### src/rtl/fb_mem_arbiter_pkg.sv
// Shared types for the frame-buffer memory arbiter: arbitration states and
// read-return owner tags.
package fb_arb_pkg;

  typedef enum logic [1:0] {IDLE, DISP, HOST} arb_state_t;

  typedef enum logic [1:0] {TAG_NONE, TAG_DISP, TAG_HOST} rd_tag_t;

endpackage

### src/rtl/fb_mem_arbiter_if.sv
// Bundle of display, host and memory-port signals around the arbiter.
// slave = arbiter side, master = requesters plus memory.
interface fb_mem_arbiter_if #(
  parameter int unsigned AW = 19,
  parameter int unsigned DW = 24
);
  logic          disp_req;
  logic [AW-1:0] disp_addr;
  logic          disp_urgent;
  logic          disp_ack;
  logic          disp_rvalid;
  logic [DW-1:0] disp_rdata;

  logic          host_req;
  logic          host_we;
  logic [AW-1:0] host_addr;
  logic [DW-1:0] host_wdata;
  logic          host_ack;
  logic          host_rvalid;
  logic [DW-1:0] host_rdata;

  logic          mem_req;
  logic          mem_we;
  logic [AW-1:0] mem_addr;
  logic [DW-1:0] mem_wdata;
  logic          mem_ready;
  logic          mem_rvalid;
  logic [DW-1:0] mem_rdata;

  modport slave (
    input  disp_req, disp_addr, disp_urgent,
    input  host_req, host_we, host_addr, host_wdata,
    input  mem_ready, mem_rvalid, mem_rdata,
    output disp_ack, disp_rvalid, disp_rdata,
    output host_ack, host_rvalid, host_rdata,
    output mem_req, mem_we, mem_addr, mem_wdata
  );

  modport master (
    output disp_req, disp_addr, disp_urgent,
    output host_req, host_we, host_addr, host_wdata,
    output mem_ready, mem_rvalid, mem_rdata,
    input  disp_ack, disp_rvalid, disp_rdata,
    input  host_ack, host_rvalid, host_rdata,
    input  mem_req, mem_we, mem_addr, mem_wdata
  );
endinterface

### src/rtl/fb_mem_arbiter_rd_tag_pipe.sv
// Owner-tag delay line matching the fixed memory read latency; the tail tag
// steers each returning mem_rvalid to the display or host side.
module rd_tag_pipe
  import fb_arb_pkg::*;
#(
  parameter int unsigned RD_LAT = 3
) (
  input  logic    clk,
  input  logic    rst_n,
  input  rd_tag_t tag_in,
  input  logic    mem_rvalid,
  output logic    disp_rvalid,
  output logic    host_rvalid
);

  rd_tag_t pipe [RD_LAT];
  rd_tag_t tail;

  always_ff @(posedge clk or negedge rst_n) begin
    if (!rst_n) begin
      for (int unsigned i = 0; i < RD_LAT; i++) pipe[i] <= TAG_NONE;
    end else begin
      pipe[0] <= tag_in;
      for (int unsigned i = 1; i < RD_LAT; i++) pipe[i] <= pipe[i-1];
    end
  end

  assign tail        = pipe[RD_LAT-1];
  assign disp_rvalid = mem_rvalid && (tail == TAG_DISP);
  assign host_rvalid = mem_rvalid && (tail == TAG_HOST);

  // Returned data with no outstanding read owner means the memory broke its latency contract.
  orphan_rvalid: assert property (@(posedge clk) disable iff (!rst_n)
    !(mem_rvalid && tail == TAG_NONE));

endmodule

### src/rtl/fb_mem_arbiter.sv
// Frame-buffer memory port arbiter: fixed-length display read bursts versus
// single host beats, with a starvation guard that yields to display urgency.
module fb_mem_arbiter
  import fb_arb_pkg::*;
#(
  parameter int unsigned AW       = 19,
  parameter int unsigned DW       = 24,
  parameter int unsigned BURST    = 16,
  parameter int unsigned RD_LAT   = 3,
  parameter int unsigned MAX_DISP = 4
) (
  input  logic            pixel_clk,
  input  logic            pixel_rst_n,
  fb_mem_arbiter_if.slave bus
);

  localparam int unsigned BW = $clog2(BURST);
  localparam int unsigned SW = $clog2(MAX_DISP + 1);
  localparam logic [BW-1:0] LAST_BEAT  = BW'(BURST - 1);
  localparam logic [SW-1:0] STARVE_MAX = SW'(MAX_DISP);

  arb_state_t    state;
  logic [BW-1:0] beat;
  logic [SW-1:0] starve;
  logic          mem_req_q;
  logic          mem_we_q;
  logic [AW-1:0] mem_addr_q;
  logic [DW-1:0] mem_wdata_q;
  logic          accept;
  logic          grant_disp;
  rd_tag_t       tag_in;
  logic          disp_rvalid_w;
  logic          host_rvalid_w;

  assign accept     = mem_req_q && bus.mem_ready;
  assign grant_disp = bus.disp_req &&
                      (bus.disp_urgent || !bus.host_req || (starve < STARVE_MAX));

  always_ff @(posedge pixel_clk or negedge pixel_rst_n) begin
    if (!pixel_rst_n) begin
      state       <= IDLE;
      beat        <= '0;
      starve      <= '0;
      mem_req_q   <= 1'b0;
      mem_we_q    <= 1'b0;
      mem_addr_q  <= '0;
      mem_wdata_q <= '0;
    end else begin
      case (state)
        IDLE: begin
          if (grant_disp) begin
            state       <= DISP;
            mem_req_q   <= 1'b1;
            mem_we_q    <= 1'b0;
            mem_addr_q  <= bus.disp_addr;
            mem_wdata_q <= '0;
          end else if (bus.host_req) begin
            state       <= HOST;
            mem_req_q   <= 1'b1;
            mem_we_q    <= bus.host_we;
            mem_addr_q  <= bus.host_addr;
            mem_wdata_q <= bus.host_wdata;
          end
        end
        DISP: begin
          if (accept) begin
            if (beat == LAST_BEAT) begin
              state      <= IDLE;
              beat       <= '0;
              mem_req_q  <= 1'b0;
              mem_addr_q <= '0;
              if (bus.host_req && (starve != STARVE_MAX)) starve <= starve + 1'b1;
            end else begin
              beat       <= beat + 1'b1;
              mem_addr_q <= bus.disp_addr + AW'(beat) + AW'(1);
            end
          end
        end
        HOST: begin
          if (accept) begin
            state       <= IDLE;
            starve      <= '0;
            mem_req_q   <= 1'b0;
            mem_we_q    <= 1'b0;
            mem_addr_q  <= '0;
            mem_wdata_q <= '0;
          end
        end
        default: state <= IDLE;
      endcase
    end
  end

  // Acks are combinational so they coincide with the accepting cycle itself.
  assign bus.disp_ack  = (state == DISP) && accept && (beat == LAST_BEAT);
  assign bus.host_ack  = (state == HOST) && accept;
  assign bus.mem_req   = mem_req_q;
  assign bus.mem_we    = mem_we_q;
  assign bus.mem_addr  = mem_addr_q;
  assign bus.mem_wdata = mem_wdata_q;

  always_comb begin
    tag_in = TAG_NONE;
    if (accept && !mem_we_q) tag_in = (state == DISP) ? TAG_DISP : TAG_HOST;
  end

  rd_tag_pipe #(.RD_LAT(RD_LAT)) u_rd_tag_pipe (
    .clk         (pixel_clk),
    .rst_n       (pixel_rst_n),
    .tag_in      (tag_in),
    .mem_rvalid  (bus.mem_rvalid),
    .disp_rvalid (disp_rvalid_w),
    .host_rvalid (host_rvalid_w)
  );

  assign bus.disp_rvalid = disp_rvalid_w;
  assign bus.host_rvalid = host_rvalid_w;
  assign bus.disp_rdata  = bus.mem_rdata;
  assign bus.host_rdata  = bus.mem_rdata;

endmodule

### src/flat_wrapper.sv
// flat-port wrapper written by rule: the top's interface ports become plain ports
module fb_mem_arbiter_flat import fb_arb_pkg::*;
#(
  parameter int unsigned AW       = 19,
  parameter int unsigned DW       = 24,
  parameter int unsigned BURST    = 16,
  parameter int unsigned RD_LAT   = 3,
  parameter int unsigned MAX_DISP = 4
)
  (pixel_clk, pixel_rst_n, bus_disp_req, bus_disp_addr, bus_disp_urgent, bus_host_req, bus_host_we, bus_host_addr, bus_host_wdata, bus_mem_ready, bus_mem_rvalid, bus_mem_rdata, bus_disp_ack, bus_disp_rvalid, bus_disp_rdata, bus_host_ack, bus_host_rvalid, bus_host_rdata, bus_mem_req, bus_mem_we, bus_mem_addr, bus_mem_wdata);
  fb_mem_arbiter_if #(.AW(AW), .DW(DW)) bus_i ();
  input  logic pixel_clk;
  input  logic pixel_rst_n;
  input wire logic [$bits(bus_i.disp_req)-1:0] bus_disp_req;
  input wire logic [$bits(bus_i.disp_addr)-1:0] bus_disp_addr;
  input wire logic [$bits(bus_i.disp_urgent)-1:0] bus_disp_urgent;
  input wire logic [$bits(bus_i.host_req)-1:0] bus_host_req;
  input wire logic [$bits(bus_i.host_we)-1:0] bus_host_we;
  input wire logic [$bits(bus_i.host_addr)-1:0] bus_host_addr;
  input wire logic [$bits(bus_i.host_wdata)-1:0] bus_host_wdata;
  input wire logic [$bits(bus_i.mem_ready)-1:0] bus_mem_ready;
  input wire logic [$bits(bus_i.mem_rvalid)-1:0] bus_mem_rvalid;
  input wire logic [$bits(bus_i.mem_rdata)-1:0] bus_mem_rdata;
  output wire logic [$bits(bus_i.disp_ack)-1:0] bus_disp_ack;
  output wire logic [$bits(bus_i.disp_rvalid)-1:0] bus_disp_rvalid;
  output wire logic [$bits(bus_i.disp_rdata)-1:0] bus_disp_rdata;
  output wire logic [$bits(bus_i.host_ack)-1:0] bus_host_ack;
  output wire logic [$bits(bus_i.host_rvalid)-1:0] bus_host_rvalid;
  output wire logic [$bits(bus_i.host_rdata)-1:0] bus_host_rdata;
  output wire logic [$bits(bus_i.mem_req)-1:0] bus_mem_req;
  output wire logic [$bits(bus_i.mem_we)-1:0] bus_mem_we;
  output wire logic [$bits(bus_i.mem_addr)-1:0] bus_mem_addr;
  output wire logic [$bits(bus_i.mem_wdata)-1:0] bus_mem_wdata;
  assign bus_i.disp_req = bus_disp_req;
  assign bus_i.disp_addr = bus_disp_addr;
  assign bus_i.disp_urgent = bus_disp_urgent;
  assign bus_i.host_req = bus_host_req;
  assign bus_i.host_we = bus_host_we;
  assign bus_i.host_addr = bus_host_addr;
  assign bus_i.host_wdata = bus_host_wdata;
  assign bus_i.mem_ready = bus_mem_ready;
  assign bus_i.mem_rvalid = bus_mem_rvalid;
  assign bus_i.mem_rdata = bus_mem_rdata;
  assign bus_disp_ack = bus_i.disp_ack;
  assign bus_disp_rvalid = bus_i.disp_rvalid;
  assign bus_disp_rdata = bus_i.disp_rdata;
  assign bus_host_ack = bus_i.host_ack;
  assign bus_host_rvalid = bus_i.host_rvalid;
  assign bus_host_rdata = bus_i.host_rdata;
  assign bus_mem_req = bus_i.mem_req;
  assign bus_mem_we = bus_i.mem_we;
  assign bus_mem_addr = bus_i.mem_addr;
  assign bus_mem_wdata = bus_i.mem_wdata;
  fb_mem_arbiter #(.AW(AW), .DW(DW), .BURST(BURST), .RD_LAT(RD_LAT), .MAX_DISP(MAX_DISP)) u_core (.pixel_clk(pixel_clk), .pixel_rst_n(pixel_rst_n), .bus(bus_i));
endmodule
### config.mk
export PLATFORM = sky130hd
export DESIGN_NAME = fb_mem_arbiter_flat
export DESIGN_NICKNAME = d
export VERILOG_FILES = /design/src/rtl/fb_mem_arbiter_pkg.sv /design/src/rtl/fb_mem_arbiter_if.sv /design/src/rtl/fb_mem_arbiter_rd_tag_pipe.sv /design/src/rtl/fb_mem_arbiter.sv /design/src/flat_wrapper.sv
export SDC_FILE = /design/constraint.sdc
export NUM_CORES = 1
export LEC_CHECK = 0
export BUFFER_PORTS_ARGS = -buffer_cell sky130_fd_sc_hd__buf_2
export CAP_MARGIN = 20
export CORE_ASPECT_RATIO = 0.75
export CORE_UTILIZATION = 49
export DETAILED_ROUTE_END_ITERATION = 6
export PLACE_DENSITY = 0.86
export SETUP_SLACK_MARGIN = 0.02
export SYNTH_ARGS = -nofsm -noshare
export SYNTH_HDL_FRONTEND = slang
export SYNTH_SLANG_ARGS = --single-unit
export TNS_END_PERCENT = 50
### constraint.sdc
create_clock -name pixel_clk -period 5.44 [get_ports pixel_clk]
set_input_delay 0.816 -clock pixel_clk [delete_from_list [all_inputs] [get_ports pixel_clk]]
set_output_delay 0.816 -clock pixel_clk [all_outputs]
set_load 0.02 [all_outputs]
==> flow_summary.toml, run 1 <==
[pwr]
power_density_mw_per_mm2 = 567
ir_worst_vdd_mv = 0.275
power_leakage_nw = 2.07

[timing]
skew_ps = 8.31
finalHoldViolations = 0
clock.fmax_mhz = 358
worst_slew_pin_slew_ps = 843
relSlewSlack_pct = 43.8
hold_slack_ps = 350
setup_violations = 0
post-route-period-util_pct = 51.4
period_minus_slack_ps = 2800
slew_violations = 0
fin_setup_tns_ps = 0
setup_ws_ps = 2640
rsz0062_at_grt = "false"

[critical_path]
endpoint_kind = "register"
start_kind = "register"
cpLargestDelayFamily = "compound AO/OA/AOI/OAI gates"
worst-path-max-fanout = 28
slowest_delay_ps = 750
worstPathCellList = "inv_1 -> ha_1 -> or3b_2 -> a21bo_1 -> or2_4 -> a2bb2oi_1 -> o21ai_0"
crit_type = "reg2reg"
crit_slowest_cell = "a21bo_1"
arrival_ps = 3020
required_ps = 5660
cp.buffers_inverters = 1

[routing]
vias = 2841
antenna_left = 0
drc_errors = 0
finalWirelength_mm = 8.41
wl_per_cell_um = 16.4
firstDrtPassIters = 4
viasPerCell = 5.55
drtIter0Drc = 134

[synth]
yosys_warnings = 0
synth_flop_cell = "dfrtp_1"
synth_edf_count = 0
post_synth.cell_area_avg_um2 = 10.5
ys_seq_elements = 60
synthDistinctLibCells = 46
yosysSeqAreaShare_pct = 42.0
async_flop_share_pct = 100
syn_area_mm2 = 0.00358
postSynthCellCount = 339
syn_nets = 444

[run_status]
status = "completed"

[clock_tree]
cts-htree-levels = 3
cts_made_buffers = 9
clk_path_buf_depth = 2
cts.sinks = 60
ctsHoldBuffers = 0
clock_latency_ps = 340
clk_pin_slew_worst_paths_ps = 70
post_cts_buffers = 0
ctsResizeCount = 0
cts_tree = "yes"
clock-root-buffer = "clkbuf_8"

[global_routing]
grt_pass1_vias = 2800
grt_pass1_wl_mm = 13.5
grt_max_degree = 61
antenna_found_initial = 0
overflow = 0
grt.total_usage_pct = 22.9

[place]
numPortBuffers = 118
dp_slack_ps = 2440
place.gp.congestion = 0.795
hpwl_mm = 6.20

[cells_and_area]
drive_gt1_share_pct = 37.7
multiInputGateArea_mm2 = 0.00158
nNetsFinal = 514
area_growth_syn_to_layout_pct = 13.9
diodes = 0
register_area_mm2 = 0.00150
final.fill_count = 577

[floorplan]
core-area_mm2 = 0.00693
dieArea_mm2 = 0.00765
ios = 191
die_h_um = 76.0
rows = 26
start_util_pct = 51.6
die_w_um = 101

[hold_path]
hp-class = "reg2reg"

[job]
maxCapViolCount = 0
worst paths after layout:
check,startpoint,end,slack (ps),depth (start not counted)
worst max-delay path,u_core.state[0]$_DFFE_PN0P_,u_core.bus.mem_addr[7]$_DFFE_PN0P_,2640,7
worst min-delay path,u_core.u_rd_tag_pipe.pipe[3]$_DFF_PN0_,u_core.u_rd_tag_pipe.tail[1]$_DFF_PN0_,350,0
worst max register to register,u_core.state[0]$_DFFE_PN0P_,u_core.bus.mem_addr[7]$_DFFE_PN0P_,2640,7
worst min register to register,u_core.u_rd_tag_pipe.pipe[3]$_DFF_PN0_,u_core.u_rd_tag_pipe.tail[1]$_DFF_PN0_,350,0
max in group asynchronous,pixel_rst_n,u_core.bus.mem_wdata[8]$_DFFE_PN0P_,4320,2
min in group asynchronous,pixel_rst_n,u_core.bus.mem_addr[14]$_DFFE_PN0P_,620,2
cells in the final DEF, fill, tap and decap left out, drive strengths merged, types with 2 or more instances in the layout:
| cell | instances |
|---|---|
| o22ai | 2 |
| a211oi | 3 |
| nor3b | 4 |
| dfrtp | 60 |
| mux2i | 19 |
| and3 | 4 |
| a2bb2oi | 2 |
| a21oi | 4 |
| a22oi | 2 |
| and4 | 3 |
| a21o | 3 |
| o22a | 4 |
| nand2b | 2 |
| o2111ai | 3 |
| nor3 | 2 |
| and3b | 2 |
| buf | 122 |
| nand4 | 2 |
| or3b | 2 |
| nor2 | 6 |
| xor2 | 11 |
| xnor2 | 5 |
| clkinv | 4 |
| o21ai | 23 |
| ha | 10 |
| clkbuf | 9 |
| or2 | 2 |
| inv | 13 |
| o211ai | 4 |
| a22o | 25 |
| o221ai | 10 |
| nand3 | 5 |
| nand2 | 33 |
registers in the layout, summed over array words and instances (netlist names):
name	count
u_core.u_rd_tag_pipe.tail	2
u_core.bus.mem_wdata	24
u_core.starve	3
u_core.beat	4
u_core.bus.mem_we	1
u_core.bus.mem_req	1
u_core.u_rd_tag_pipe.pipe	4
u_core.state	2
u_core.bus.mem_addr	19
metal layers:
metal / GRT usage [%] / part of all wire (%) / wire (µm) / up-vias
met3: 6.33 / 4.3 / 365 / 44
met4: 11.2 / 3.3 / 281 / 0
met2: 36.4 / 49 / 4160 / 75
met1: 28.8 / 43 / 3600 / 1396
met5: 0 / 0 / 0 / -
li1: - / - / - / 1326
power by group:
part | leakage [nW] | switching [mW] | internal [mW] | total [mW]
registers | 0.781 | 0.119 | 0.638 | 0.757
clock network | 0.104 | 0.187 | 0.214 | 0.401
logic | 1.19 | 0.703 | 0.451 | 1.15
cell families after synthesis:
group | synth area share, %
AO/OA/AOI/OAI | 20.3
XOR/XNOR | 3.92
adder cells (fa/ha/maj) | 4.06
buffers and inverters | 13.9
flip-flops | 42.0
multiplexers | 5.63
AND/OR/NAND/NOR | 10.2
worst register-to-register path: stages, from the launching register on:
cell and delay, ps:
dfrtp_1 400, inv_1 90, ha_1 260, or3b_2 500, a21bo_1 750, or2_4 410
a2bb2oi_1 180, o21ai_0 100
stage by stage:
stage               instances  total power [mW]  cell area, µm²  utilization (%)
floorplan                 339              1.63            3580                -
global placement          495              1.85            3860             55.7
detailed placement        495              1.89            3860             55.7
CTS                       511              2.30            4060             58.6
global route              512              2.45            4070             58.8
finish                    512              2.31            4070             58.8
synth_stat cells (all sizes together) (4+ instances only):
master	number	area, µm²
a22o	25	219
o21ai	23	115
o22a	4	35.0
inv	11	41.3
nand3	5	25.0
dfrtp	60	1500
nand2	33	124
mux2i	19	190
buf	59	440
nor3b	4	35.0
ha	10	125
xnor2	5	43.8
and3	4	25.0
clkbuf	4	15.0
a21oi	4	20.0
xor2	11	96.3
o221ai	10	150
nor2	6	22.5
o211ai	4	35.0
final cells by class:
cell class	instances	area share [%]
multi-input combinational	205	38.8
clock buffer	9	3.04
timing repair buffer	122	15.4
sequential	60	36.9
inverter	11	1.01
tap	98	3.01
clock inverter	7	1.84
Note: power is estimated with default switching activity, not from simulation.
==> run 2, diff against run 1 <==
- ABC_AREA: not set -> 1
- CORE_UTILIZATION: 49 -> 47
- PLACE_DENSITY: 0.86 -> 0.81
- clock period: 5.44 -> 2.8 ns (I/O delays scaled with it)
==> run 2 against run 1 <==
Clock skew decreased by 1.5 ps. Critical path depth did not move. Hold slack got worse by 200 ps. Sequential cell count stayed put. Synthesized cell count increased by 61%. Via count up 32%. Register-to-register slack lost 2100 ps. Synthesized area increased by 11%. Critical path type is now reg2out. Critical endpoint is now bus_disp_ack. Largest cell class unchanged. Largest power group unchanged.
==> flow_summary.toml, run 2 <==
[run_status]
status = "completed"

[pwr]
ir_worst_vdd_mv = 0.653
power_leakage_nw = 2.54
power_density_mw_per_mm2 = 1160
power_mw = 5.35
power_frac_clock_pct = 21.2
internal_power_mw = 2.86
pwr-share-comb_pct = 50.6
switching_share_pct = 46.5
switchingPower_mw = 2.49
pwr-share-seq_pct = 28.2

[routing]
viasPerCell = 5.15
drc_errors = 0
vias = 3742
wl_per_cell_um = 13.9
finalWirelength_mm = 10.1
antenna_left = 0
firstDrtPassIters = 5
drtIter0Drc = 273

[floorplan]
ios = 191
die_h_um = 81.6
start_util_pct = 49.3
rows = 28
die_w_um = 108
dieArea_mm2 = 0.00883
core-area_mm2 = 0.00806

[critical_path]
cp.buffers_inverters = 4
required_ps = 2380
cpLargestDelayFamily = "buffers and inverters"
start_kind = "register"
path_depth = 7
reg2reg_to = "u_core.bus.mem_req$_DFFE_PN0P_"
reg2reg_setup_slack_ps = 540
worst-path-max-fanout = 7
reg2regPathDepth = 9
worstPathCellList = "inv_1 -> ha_1 -> inv_1 -> nor2_1 -> inv_1 -> nor2_1 -> buf_2"
crit_top_cell = "inv_1"
slowest_delay_ps = 370
crit_slowest_cell = "dfrtp_1"
crit_type = "reg2out"
crit_path_end = "bus_disp_ack"
crit_start = "u_core.state[1]$_DFFE_PN0P_"
endpoint_kind = "primary output"
rr_startpoint = "u_core.state[0]$_DFFE_PN0P_"
arrival_ps = 2060

[global_routing]
overflow = 0
grt_pass1_wl_mm = 16.1
grt.total_usage_pct = 23.6
antenna_found_initial = 0
grt_pass1_vias = 3407
grt_max_degree = 32

[clock_tree]
clock-root-buffer = "clkbuf_16"
clk_path_buf_depth = 2
cts_made_buffers = 9
cts-htree-levels = 3
post_cts_buffers = 0
clk_pin_slew_worst_paths_ps = 60
ctsResizeCount = 0
ctsHoldBuffers = 0
cts_tree = "yes"
cts.sinks = 60
clock_latency_ps = 330

[place]
dp_slack_ps = 577
hpwl_mm = 7.45
place_inst = 710
place.gp.congestion = 0.940
place_area_mm2 = 0.00429
numPortBuffers = 118

[synth]
synth_edf_count = 0
yosys-top-cells-area = "dfrtp_1, nand2_1, buf_4"
synthTopCellsByCount = "nand2_1, nand3_1, dfrtp_1, inv_1, o21ai_0"
post_synth.cell_area_avg_um2 = 7.27
synth_top_cell_area_share_pct = 37.8
syn_nets = 652
synth_most_common_cell = "nand2_1"
ys_seq_elements = 60
yosys.area.top_type = "dfrtp_1"
async_flop_share_pct = 100
yosys_warnings = 0
synthDistinctLibCells = 34
postSynthCellCount = 547
yosysSeqAreaShare_pct = 37.8
syn_area_mm2 = 0.00398
synth_flop_cell = "dfrtp_1"

[cells_and_area]
finalNonFillerCells = 726
largest_reg_flops = 24
post-route-util_pct = 57.1
drive_gt1_share_pct = 25.3
area_growth_syn_to_layout_pct = 15.7
nNetsFinal = 721
final_common_cell = "nand2_1"
diodes = 0
design_area_mm2 = 0.00460
most-common-layout-cells = "nand2_1, buf_2, nand3_1, dfrtp_1"

[hold_path]
hp-class = "in2async"

[job]
maxCapViolCount = 0

[timing]
setup_ws_ps = 324
rsz0062_at_grt = "false"
post-route-period-util_pct = 88.4
slew_violations = 0
period_minus_slack_ps = 2480
worst_slew_pin_slew_ps = 741
setup_violations = 0
hold_slack_ps = 153
finalHoldViolations = 0
clock.fmax_mhz = 404
relSlewSlack_pct = 50.6
skew_ps = 6.81
fin_setup_tns_ps = 0
==> run 2: cell count changes after synthesis, sizes merged, moves of 4 or more <==
| cell | delta |
|---|---|
| o221ai | -10 |
| a21boi | +5 |
| o21ai | +34 |
| mux2i | -19 |
| and3 | -4 |
| nor2 | +43 |
| a22o | -25 |
| a21oi | +13 |
| xor2 | -10 |
| nand2 | +107 |
| inv | +47 |
| nor3b | -4 |
| nand3 | +60 |
| o22a | -4 |
==> run 2: kinds of logic (layout without fill, tap and decap cells) <==
family                     after synthesis  in the layout  synth area share (%)
and+or+nand+nor                        267            267                  29.8
adders and majority gates               11             11                  3.65
buffers and inverters                  122            196                  16.8
DFF                                     60             60                  37.8
xor gates and xnor gates                 3              3                 0.661
AOI/OAI and AO/OA                       84             84                  11.4
==> run 2: per-layer routing <==
metal | wire [µm] | GRT usage [%] | up-vias | part of all wire [%]
met5 | 0 | 0 | - | 0
met4 | 112 | 7.95 | 0 | 1.1
met3 | 709 | 5.48 | 20 | 7.0
met2 | 4650 | 36.8 | 146 | 46
met1 | 4590 | 32.4 | 1720 | 46
li1 | - | - | 1856 | -
==> run 2: worst min path at each step <==
stage                                            from                                      to  slack, ps  cells past startpoint
2_1_floorplan                             pixel_rst_n              u_core.beat[0]$_DFFE_PN0P_        120                      0
3_3_place_gp   u_core.u_rd_tag_pipe.pipe[5]$_DFF_PN0_  u_core.u_rd_tag_pipe.pipe[3]$_DFF_PN0_        340                      0
3_5_place_dp   u_core.u_rd_tag_pipe.pipe[5]$_DFF_PN0_  u_core.u_rd_tag_pipe.pipe[3]$_DFF_PN0_        340                      0
4_1_cts                                   pixel_rst_n      u_core.bus.mem_addr[4]$_DFFE_PN0P_        180                      1
5_1_grt                                   pixel_rst_n     u_core.bus.mem_wdata[4]$_DFFE_PN0P_        210                      1
6_report                                  pixel_rst_n     u_core.bus.mem_wdata[3]$_DFFE_PN0P_        150                      1
==> run 2: power groups by stage <==
stage	Combinational (mW)	Clock [mW]	Sequential (mW)
floorplan	1.65	0	1.90
global placement	2.62	0	1.52
detailed placement	2.70	0	1.52
CTS	2.71	1.16	1.51
global route	3.03	1.20	1.56
finish	2.71	1.13	1.51
==> run 2: cell type report <==
| class | instances | area, µm² |
|---|---|---|
| inverter | 58 | 218 |
| tap | 105 | 131 |
| clock inverter | 7 | 82.6 |
| multi-input combinational | 365 | 1810 |
| fill | 770 | 3460 |
| sequential | 60 | 1500 |
| clock buffer | 9 | 225 |
| timing repair buffer | 122 | 633 |
==> run 3, diff against run 2 <==
==> constraint.sdc (replaced) <==
create_clock -name pixel_clk -period 2.8 [get_ports pixel_clk]
set_input_delay 0.42 -clock pixel_clk [delete_from_list [all_inputs] [get_ports pixel_clk]]
set_output_delay 0.42 -clock pixel_clk [all_outputs]
set_load 0.005 [all_outputs]
==> run 3 against run 2 <==
Sequential power hardly changed. Combinational power is 14% lower. Fmax is 2.2% higher. Global-route usage is 1.5 points higher. Sequential share of layout area is 0.21 points higher. Die area stayed put. Clock skew is 2.5 ps higher. Critical path type unchanged.
==> flow_summary.toml, run 3 (synthesis gave the netlist of run 2 again) <==
[clock_tree]
ctsHoldBuffers = 0
cts_made_buffers = 9
clk_pin_slew_worst_paths_ps = 60
clock_latency_ps = 330
ctsResizeCount = 0
cts.sinks = 60
post_cts_buffers = 0
cts_tree = "yes"
clock-root-buffer = "clkbuf_16"
cts-htree-levels = 3
clk_path_buf_depth = 2

[global_routing]
grt_pass1_vias = 3549
grt_pass1_wl_mm = 17.0
grt.total_usage_pct = 25.1
antenna_found_initial = 0
overflow = 0
grt_max_degree = 31

[critical_path]
endpoint_kind = "primary output"
required_ps = 2380
worst-path-max-fanout = 7
crit_type = "reg2out"
start_kind = "register"
arrival_ps = 2000

[timing]
rsz0062_at_grt = "false"
finalHoldViolations = 0
setup_violations = 0
worst_slew_pin_slew_ps = 552
clock.fmax_mhz = 413
relSlewSlack_pct = 63.1
slew_violations = 0
hold_slack_ps = 10.0
skew_ps = 9.33
setup_ws_ps = 376
fin_setup_tns_ps = 0
post-route-period-util_pct = 86.6
period_minus_slack_ps = 2420

[floorplan]
rows = 28
ios = 191
dieArea_mm2 = 0.00883
core-area_mm2 = 0.00806
die_h_um = 81.6
die_w_um = 108
start_util_pct = 49.3

[pwr]
power_leakage_nw = 2.53
power_mw = 4.90
power_density_mw_per_mm2 = 1070
ir_worst_vdd_mv = 0.581

[routing]
drc_errors = 0
firstDrtPassIters = 5
finalWirelength_mm = 10.4
drtIter0Drc = 267
viasPerCell = 5.16
antenna_left = 0
vias = 3753
wl_per_cell_um = 14.3

[place]
hpwl_mm = 7.66
place.gp.congestion = 0.939
place_inst = 711
numPortBuffers = 118
dp_slack_ps = 551

[cells_and_area]
largest_reg_flops = 24
drive_gt1_share_pct = 25.4
diodes = 0
final_common_cell = "nand2_1"
final.fill_count = 780
area_growth_syn_to_layout_pct = 14.9
finalNonFillerCells = 727
most-common-layout-cells = "nand2_1, buf_2, nand3_1, dfrtp_1"
nNetsFinal = 722
multiInputGateArea_mm2 = 0.00181
register_area_mm2 = 0.00150

[hold_path]
hp-class = "in2async"

[job]
maxCapViolCount = 0

[run_status]
status = "completed"
run 3: cell types whose count changed in the layout (fill, tap and decap cells not counted):
cell | before | now
buf_12 | 1 | 0
buf_4 | 3 | 5
bufinv_16 | 1 | 0
clkinv_2 | 0 | 1
run 3: through the flow:
step | instance area, µm² | util (%)
after floorplan | 3980 | -
after global placement | 4290 | 53.2
after detailed placement | 4290 | 53.2
after CTS | 4570 | 56.7
after global routing | 4570 | 56.7
final | 4570 | 56.7
run 3: cell type report:
| cell class | count | area share, % |
|---|---|---|
| Multi-Input combinational cell | 365 | 39.6 |
| Tap cell | 105 | 2.88 |
| Timing Repair Buffer | 123 | 13.7 |
| Clock buffer | 9 | 4.93 |
| Inverter | 58 | 4.77 |
| Clock inverter | 7 | 1.26 |
| Sequential cell | 60 | 32.9 |
run 3: path summary, 6_finish.rpt:
check / from / end / slack, ps / cells after the start
min in group pixel_clk: bus_host_wdata[14] / u_core.bus.mem_wdata[14]$_DFFE_PN0P_ / 310 / 3
hold / removal: pixel_rst_n / u_core.bus.mem_wdata[9]$_DFFE_PN0P_ / 10 / 1
hold reg to reg: u_core.u_rd_tag_pipe.pipe[4]$_DFF_PN0_ / u_core.u_rd_tag_pipe.pipe[2]$_DFF_PN0_ / 340 / 0
setup / recovery: u_core.state[1]$_DFFE_PN0P_ / bus_disp_ack / 380 / 7
max in group asynchronous: pixel_rst_n / u_core.bus.mem_addr[11]$_DFFE_PN0P_ / 2140 / 2
setup reg to reg: u_core.state[0]$_DFFE_PN0P_ / u_core.bus.mem_req$_DFFE_PN0P_ / 520 / 9
run 3: per-layer routing:
metal | up-vias | global-route usage (%) | share of wire (%)
li1 | 1849 | - | -
met1 | 1743 | 34.7 | 47
met2 | 134 | 38.2 | 45
met3 | 27 | 6.67 | 5.9
met4 | 0 | 8.22 | 1.9
met5 | - | 0 | 0
run 3: critical path, stage by stage (launching register included):
cell     delay [ps]
dfrtp_1         390
inv_1           100
ha_1            300
inv_1            90
nor2_1          300
inv_1           130
nor2_1          200
buf_2           160
run 3: power by group:
part | switching, mW | internal, mW | total, mW
clock network | 0.444 | 0.612 | 1.06
logic | 1.46 | 0.865 | 2.32
registers | 0.239 | 1.28 | 1.52
